### src/rtl/shake_squeeze_dump.sv
// SHAKE output dump stage: captures one squeezed rate block, then streams it
// out as W-bit AXI-stream style beats with byte keep, last marking, truncation
// to the requested byte count and a done pulse after the final beat.
module shake_squeeze_dump #(
    parameter int W        = 64,
    parameter int MAX_RATE = 1344,
    parameter int NB_W     = 8
) (
    input  logic                clk,
    input  logic                rst,
    input  logic                mode,
    input  logic                abort,
    input  logic                blk_valid,
    output logic                blk_ready,
    input  logic [MAX_RATE-1:0] blk_data,
    input  logic                blk_last,
    input  logic [NB_W-1:0]     blk_nbytes,
    output logic [W-1:0]        data_out,
    output logic [W/8-1:0]      keep_out,
    output logic                last_out,
    output logic                valid_out,
    input  logic                ready_in,
    output logic                done,
    output logic                busy
);

    localparam int KW = W / 8;

    typedef enum logic [1:0] {S_IDLE, S_LOAD, S_STREAM} state_t;

    state_t              state_q;
    logic [MAX_RATE-1:0] buf_q;
    logic [NB_W-1:0]     beats_q;
    logic [NB_W-1:0]     cnt_q;
    logic [KW-1:0]       tail_keep_q;
    logic                last_q;

    logic [NB_W-1:0]     rate_bytes;
    logic [NB_W-1:0]     nb_d;
    logic [NB_W-1:0]     tail_d;
    logic [NB_W-1:0]     beats_d;
    logic [KW-1:0]       tail_keep_d;
    logic                accept;
    logic                xfer;
    logic                next_is_final;

    assign blk_ready     = (state_q == S_IDLE) && !rst && !abort;
    assign accept        = blk_valid && blk_ready;
    assign xfer          = valid_out && ready_in;
    assign busy          = (state_q != S_IDLE);
    // cnt_q indexes the beat currently presented; this flags the one after it
    assign next_is_final = ((cnt_q + NB_W'(2)) == beats_q);

    // Block geometry from the incoming request: clamped byte count, beat
    // count and the keep mask of the final (possibly partial) beat.
    always_comb begin
        rate_bytes  = mode ? NB_W'(136) : NB_W'(168);
        nb_d        = (blk_last && (blk_nbytes < rate_bytes)) ? blk_nbytes : rate_bytes;
        tail_d      = nb_d % NB_W'(KW);
        beats_d     = (nb_d / NB_W'(KW)) + NB_W'(tail_d != '0);
        tail_keep_d = '1;
        if (tail_d != '0)
            tail_keep_d = KW'((32'd1 << tail_d) - 32'd1);
    end

    // Control FSM with registered beat outputs; the buffer shifts right by W
    // each time a beat is loaded onto data_out so beat k is always at [W-1:0].
    always_ff @(posedge clk) begin
        if (rst) begin
            state_q   <= S_IDLE;
            data_out  <= '0;
            keep_out  <= '0;
            last_out  <= 1'b0;
            valid_out <= 1'b0;
            done      <= 1'b0;
            cnt_q     <= '0;
        end else begin
            done <= 1'b0;
            if (abort) begin
                state_q   <= S_IDLE;
                valid_out <= 1'b0;
                cnt_q     <= '0;
            end else begin
                case (state_q)
                    S_IDLE: begin
                        if (accept) begin
                            buf_q       <= blk_data;
                            last_q      <= blk_last;
                            beats_q     <= beats_d;
                            tail_keep_q <= tail_keep_d;
                            cnt_q       <= '0;
                            state_q     <= S_LOAD;
                        end
                    end
                    S_LOAD: begin
                        if (beats_q == '0) begin
                            // empty last block: nothing to emit, just signal completion
                            done    <= 1'b1;
                            state_q <= S_IDLE;
                        end else begin
                            data_out  <= buf_q[W-1:0];
                            buf_q     <= buf_q >> W;
                            keep_out  <= (beats_q == NB_W'(1)) ? tail_keep_q : '1;
                            last_out  <= last_q && (beats_q == NB_W'(1));
                            valid_out <= 1'b1;
                            state_q   <= S_STREAM;
                        end
                    end
                    S_STREAM: begin
                        if (xfer) begin
                            if (cnt_q == beats_q - NB_W'(1)) begin
                                valid_out <= 1'b0;
                                last_out  <= 1'b0;
                                cnt_q     <= '0;
                                done      <= last_q;
                                state_q   <= S_IDLE;
                            end else begin
                                data_out <= buf_q[W-1:0];
                                buf_q    <= buf_q >> W;
                                cnt_q    <= cnt_q + NB_W'(1);
                                keep_out <= next_is_final ? tail_keep_q : '1;
                                last_out <= last_q && next_is_final;
                            end
                        end
                    end
                    default: state_q <= S_IDLE;
                endcase
            end
        end
    end

endmodule

### config.mk
export PLATFORM = sky130hd
export DESIGN_NAME = shake_squeeze_dump
export DESIGN_NICKNAME = d
export VERILOG_FILES = /design/src/rtl/shake_squeeze_dump.sv
export SDC_FILE = /design/constraint.sdc
export NUM_CORES = 2
export LEC_CHECK = 0
export ABC_AREA = 1
export CAP_MARGIN = 0
export CORE_AREA = 5 5 549 551
export CTS_BUF_LIST = sky130_fd_sc_hd__clkbuf_16
export CTS_CLUSTER_SIZE = 12
export DETAILED_ROUTE_END_ITERATION = 12
export DIE_AREA = 0 0 554 556
export PLACE_DENSITY = 0.37
export RECOVER_POWER = 25
export REMOVE_ABC_BUFFERS = 1
export SYNTH_ARGS = -nofsm -noshare
export SYNTH_HDL_FRONTEND = slang
export SYNTH_SLANG_ARGS = --single-unit
### constraint.sdc
create_clock -name clk -period 66.9 [get_ports clk]
set_input_delay 13.38 -clock clk [delete_from_list [all_inputs] [get_ports clk]]
set_output_delay 13.38 -clock clk [all_outputs]
set_load 0.02 [all_outputs]
==> results.py <==
metrics = {
    "run_status": {
        "status": "finished clean",
    },
    "final_layout": {
        "nNetsFinal": 8999,
        "drive_gt1_frac": 0.0376,
        "stdcell_count": 11800,
        "area_growth_syn_to_layout_pct": 39.6,
    },
    "pwr": {
        "ir_drop_v": 0.0000187,
        "cellPowerDensity_mw_per_mm2": 26.6,
        "p_leak_uw": 0.0346,
    },
    "yosys": {
        "synth_edf_count": 1359,
        "yosysTopAreaCellShare": 0.665,
        "synthFlopType": "edfxtp_1",
        "yosys_register_bits": 1444,
        "synthDistinctLibCells": 29,
        "synthCells": 6288,
        "ys_warn_count": 0,
        "async_flop_share": 0,
        "yosysSeqAreaShare": 0.692,
        "synth_area_leader_cell": "edfxtp_1",
        "syn-mean-instance-area_sq_um": 9.76,
        "synthTopCellsByArea": "edfxtp_1 66%, nand2_1 24%, dfxtp_1 2.8%, clkbuf_1 1.7%, nor2_1 1.1%",
        "synthesis.area_sq_mm": 0.0614,
    },
    "clock_network": {
        "clockRootBuffer": "clkbuf_16",
        "ctsResizeCount": 0,
        "clk_pin_slew_ns": 0.05,
        "cts_inserted_buffers": 185,
        "clkSinkCount": 1444,
        "cts_hold_buf": 0,
        "postCtsSetupBuffers": 0,
        "cts_tree": "yes",
        "cts.path.max_buffers": 4,
        "clk_latency_ns": 0.87,
        "cts_max_level": 4,
    },
    "timing": {
        "setup_violations": 0,
        "finalWorstSetupSlack_ns": 38.19,
        "final.setup_skew_ns": 0.0872,
        "drv_slew": 0,
        "fmax_mhz": 34.8,
        "max_slew_margin": 0.171,
        "period_needed_ns": 28.71,
        "tightest_slew_ns": 1.24,
        "tns_ns": 0,
        "hold_violations": 0,
        "grt_setup_unrepaired": "no",
        "period_share": 0.429,
    },
    "placed_design": {
        "post-place-cells": 11400,
        "gp_congestion": 0.828,
        "hpwlAfterDp_um": 192000,
        "port_buffers": 1435,
        "pre_cts_ws_ns": 38.18,
    },
    "setup_path": {
        "arrival_ns": 15.33,
        "cp_max_fo": 7,
        "regToRegSetupSlack_ns": 59.26,
        "worst-r2r-cell-count": 17,
        "cp.required_ns": 53.52,
        "endpoint_kind": "output pin",
        "worstSetupPathType": "input port to output pin",
        "rr_startpoint": "beats_q[0]$_DFFE_PP_",
        "cp-start-kind": "input port",
        "reg2reg_to": "buf_q[738]$_DFFE_PP_",
    },
    "global_route": {
        "antenna_found_initial": 471,
        "grt_pass1_vias": 46500,
        "grt_usage": 0.160,
        "overflow": 0,
        "grt_max_degree": 214,
        "grt_pass1_wl_um": 355000,
    },
    "drt": {
        "drt-total-wl_um": 258000,
        "viasPerCell": 4.02,
        "first_iter_violations": 3596,
        "drc": 0,
        "avgRoutedWirePerCell_um": 21.8,
        "vias": 47500,
        "first_pass_iters": 5,
        "antenna_left": 0,
    },
    "min_path": {
        "hold_start": "data_out[20]$_SDFFE_PP0P_",
        "hold_path_class": "flip-flop to flip-flop",
        "hold_end": "data_out[20]$_SDFFE_PP0P_",
        "hold_depth": 2,
    },
    "floorplan": {
        "io_pins": 1436,
        "die_area_sq_mm": 0.308,
        "row_count": 200,
        "die_w_um": 554,
        "fp.coreArea_sq_mm": 0.296,
        "start_util": 0.208,
        "die_h_um": 556,
    },
    "flow_run": {
        "drv_cap": 0,
    },
}
==> report_power, final <==
part | total, uW | switching [uW] | internal [uW]
Sequential | 1050 | 7.97 | 1040
Clock | 935 | 409 | 527
Combinational | 291 | 174 | 117
Total | 2280 | 591 | 1690
==> cells by family after synthesis <==
| family | after synthesis | share of synthesized area |
|---|---|---|
| AO/OA/AOI/OAI | 87 | 0.00727 |
| XOR/XNOR | 13 | 0.00185 |
| adder cells (fa/ha/maj) | 13 | 0.00265 |
| buffers and inverters | 447 | 0.0287 |
| flip-flops | 1444 | 0.692 |
| other | 2 | 0.000122 |
| AND/OR/NAND/NOR | 4282 | 0.267 |
==> how the worst max path moves through the flow <==
stage,startpoint,end,slack [ns],cells past startpoint
2_1_floorplan,state_q[0]$_SDFFE_PN0P_,buf_q[0]$_DFFE_PP_,-53.97,5
5_1_grt,abort,blk_ready,38.10,5
3_3_place_gp,abort,blk_ready,38.18,5
6_report,abort,blk_ready,38.19,5
3_5_place_dp,abort,blk_ready,38.18,5
4_1_cts,abort,blk_ready,38.18,5
==> flip-flops by register name (all words and copies together) (netlist names) <==
signal / count
buf_q: 1344
data_out: 64
cnt_q: 8
keep_out: 8
tail_keep_q: 8
beats_q: 6
state_q: 2
done: 1
last_out: 1
last_q: 1
valid_out: 1
==> cells in the mapped netlist (all sizes together), types with 3 or more instances <==
master  number
nand2     3997
edfxtp    1359
clkbuf     275
nor2       178
inv        117
dfxtp       85
a21oi       76
nand3b      65
buf         55
nand3       28
ha          13
xor2        10
o21ai        8
nand4        7
nor3         5
xnor2        3
==> critical path: stages <==
cell             delay [ns]
clkdlybuf4s50_1        0.51
nor2_2                 0.34
inv_1                  0.24
nor2_1                 0.20
clkdlybuf4s50_1        0.65
==> through the flow <==
stage	hold slack (ns)	power, uW	util	area [sq um]
after floorplan	0.494	1340	-	60100
after global placement	0.466	1370	0.270	79900
after detailed placement	0.467	1380	0.270	79900
after CTS	0.482	2330	0.289	85400
after global routing	0.496	2390	0.289	85500
final	0.477	2280	0.290	85700
==> placed cells by master, fill, tap and decap left out, types with 4 or more instances in the layout <==
cell and n:
dfxtp_1 85, o21ai_0 7, nor3_1 4, xor2_1 10
dlygate4sd3_1 719, bufinv_16 5, nand2_1 3997, buf_4 38
nor2_1 173, edfxtp_1 1359, clkdlybuf4s50_1 716, inv_1 166
buf_12 9, a21oi_1 75, clkinv_2 22, clkbuf_16 188
nor2_2 4, nand3b_1 65, nand3_1 27, nand4_1 7
clkinv_1 51, diode_2 107, ha_1 12
==> area by class of cell <==
cell class	instances	area (sq um)
flip-flops and latches	1444	42500
fillers	31300	210000
clock buffers	188	4700
well taps	3939	4930
diodes	107	268
multi-input cells	4397	17200
inverters	117	454
clock inverters	146	840
repair buffers	1482	14800
==> per-layer routing <==
metal	vias to the layer above	track usage	wire, um
li1	23100	-	-
met1	21500	0.191	103000
met2	1797	0.275	124000
met3	939	0.0574	20700
met4	172	0.0394	8730
met5	-	0	966
Note: power is estimated with default switching activity, not from simulation.
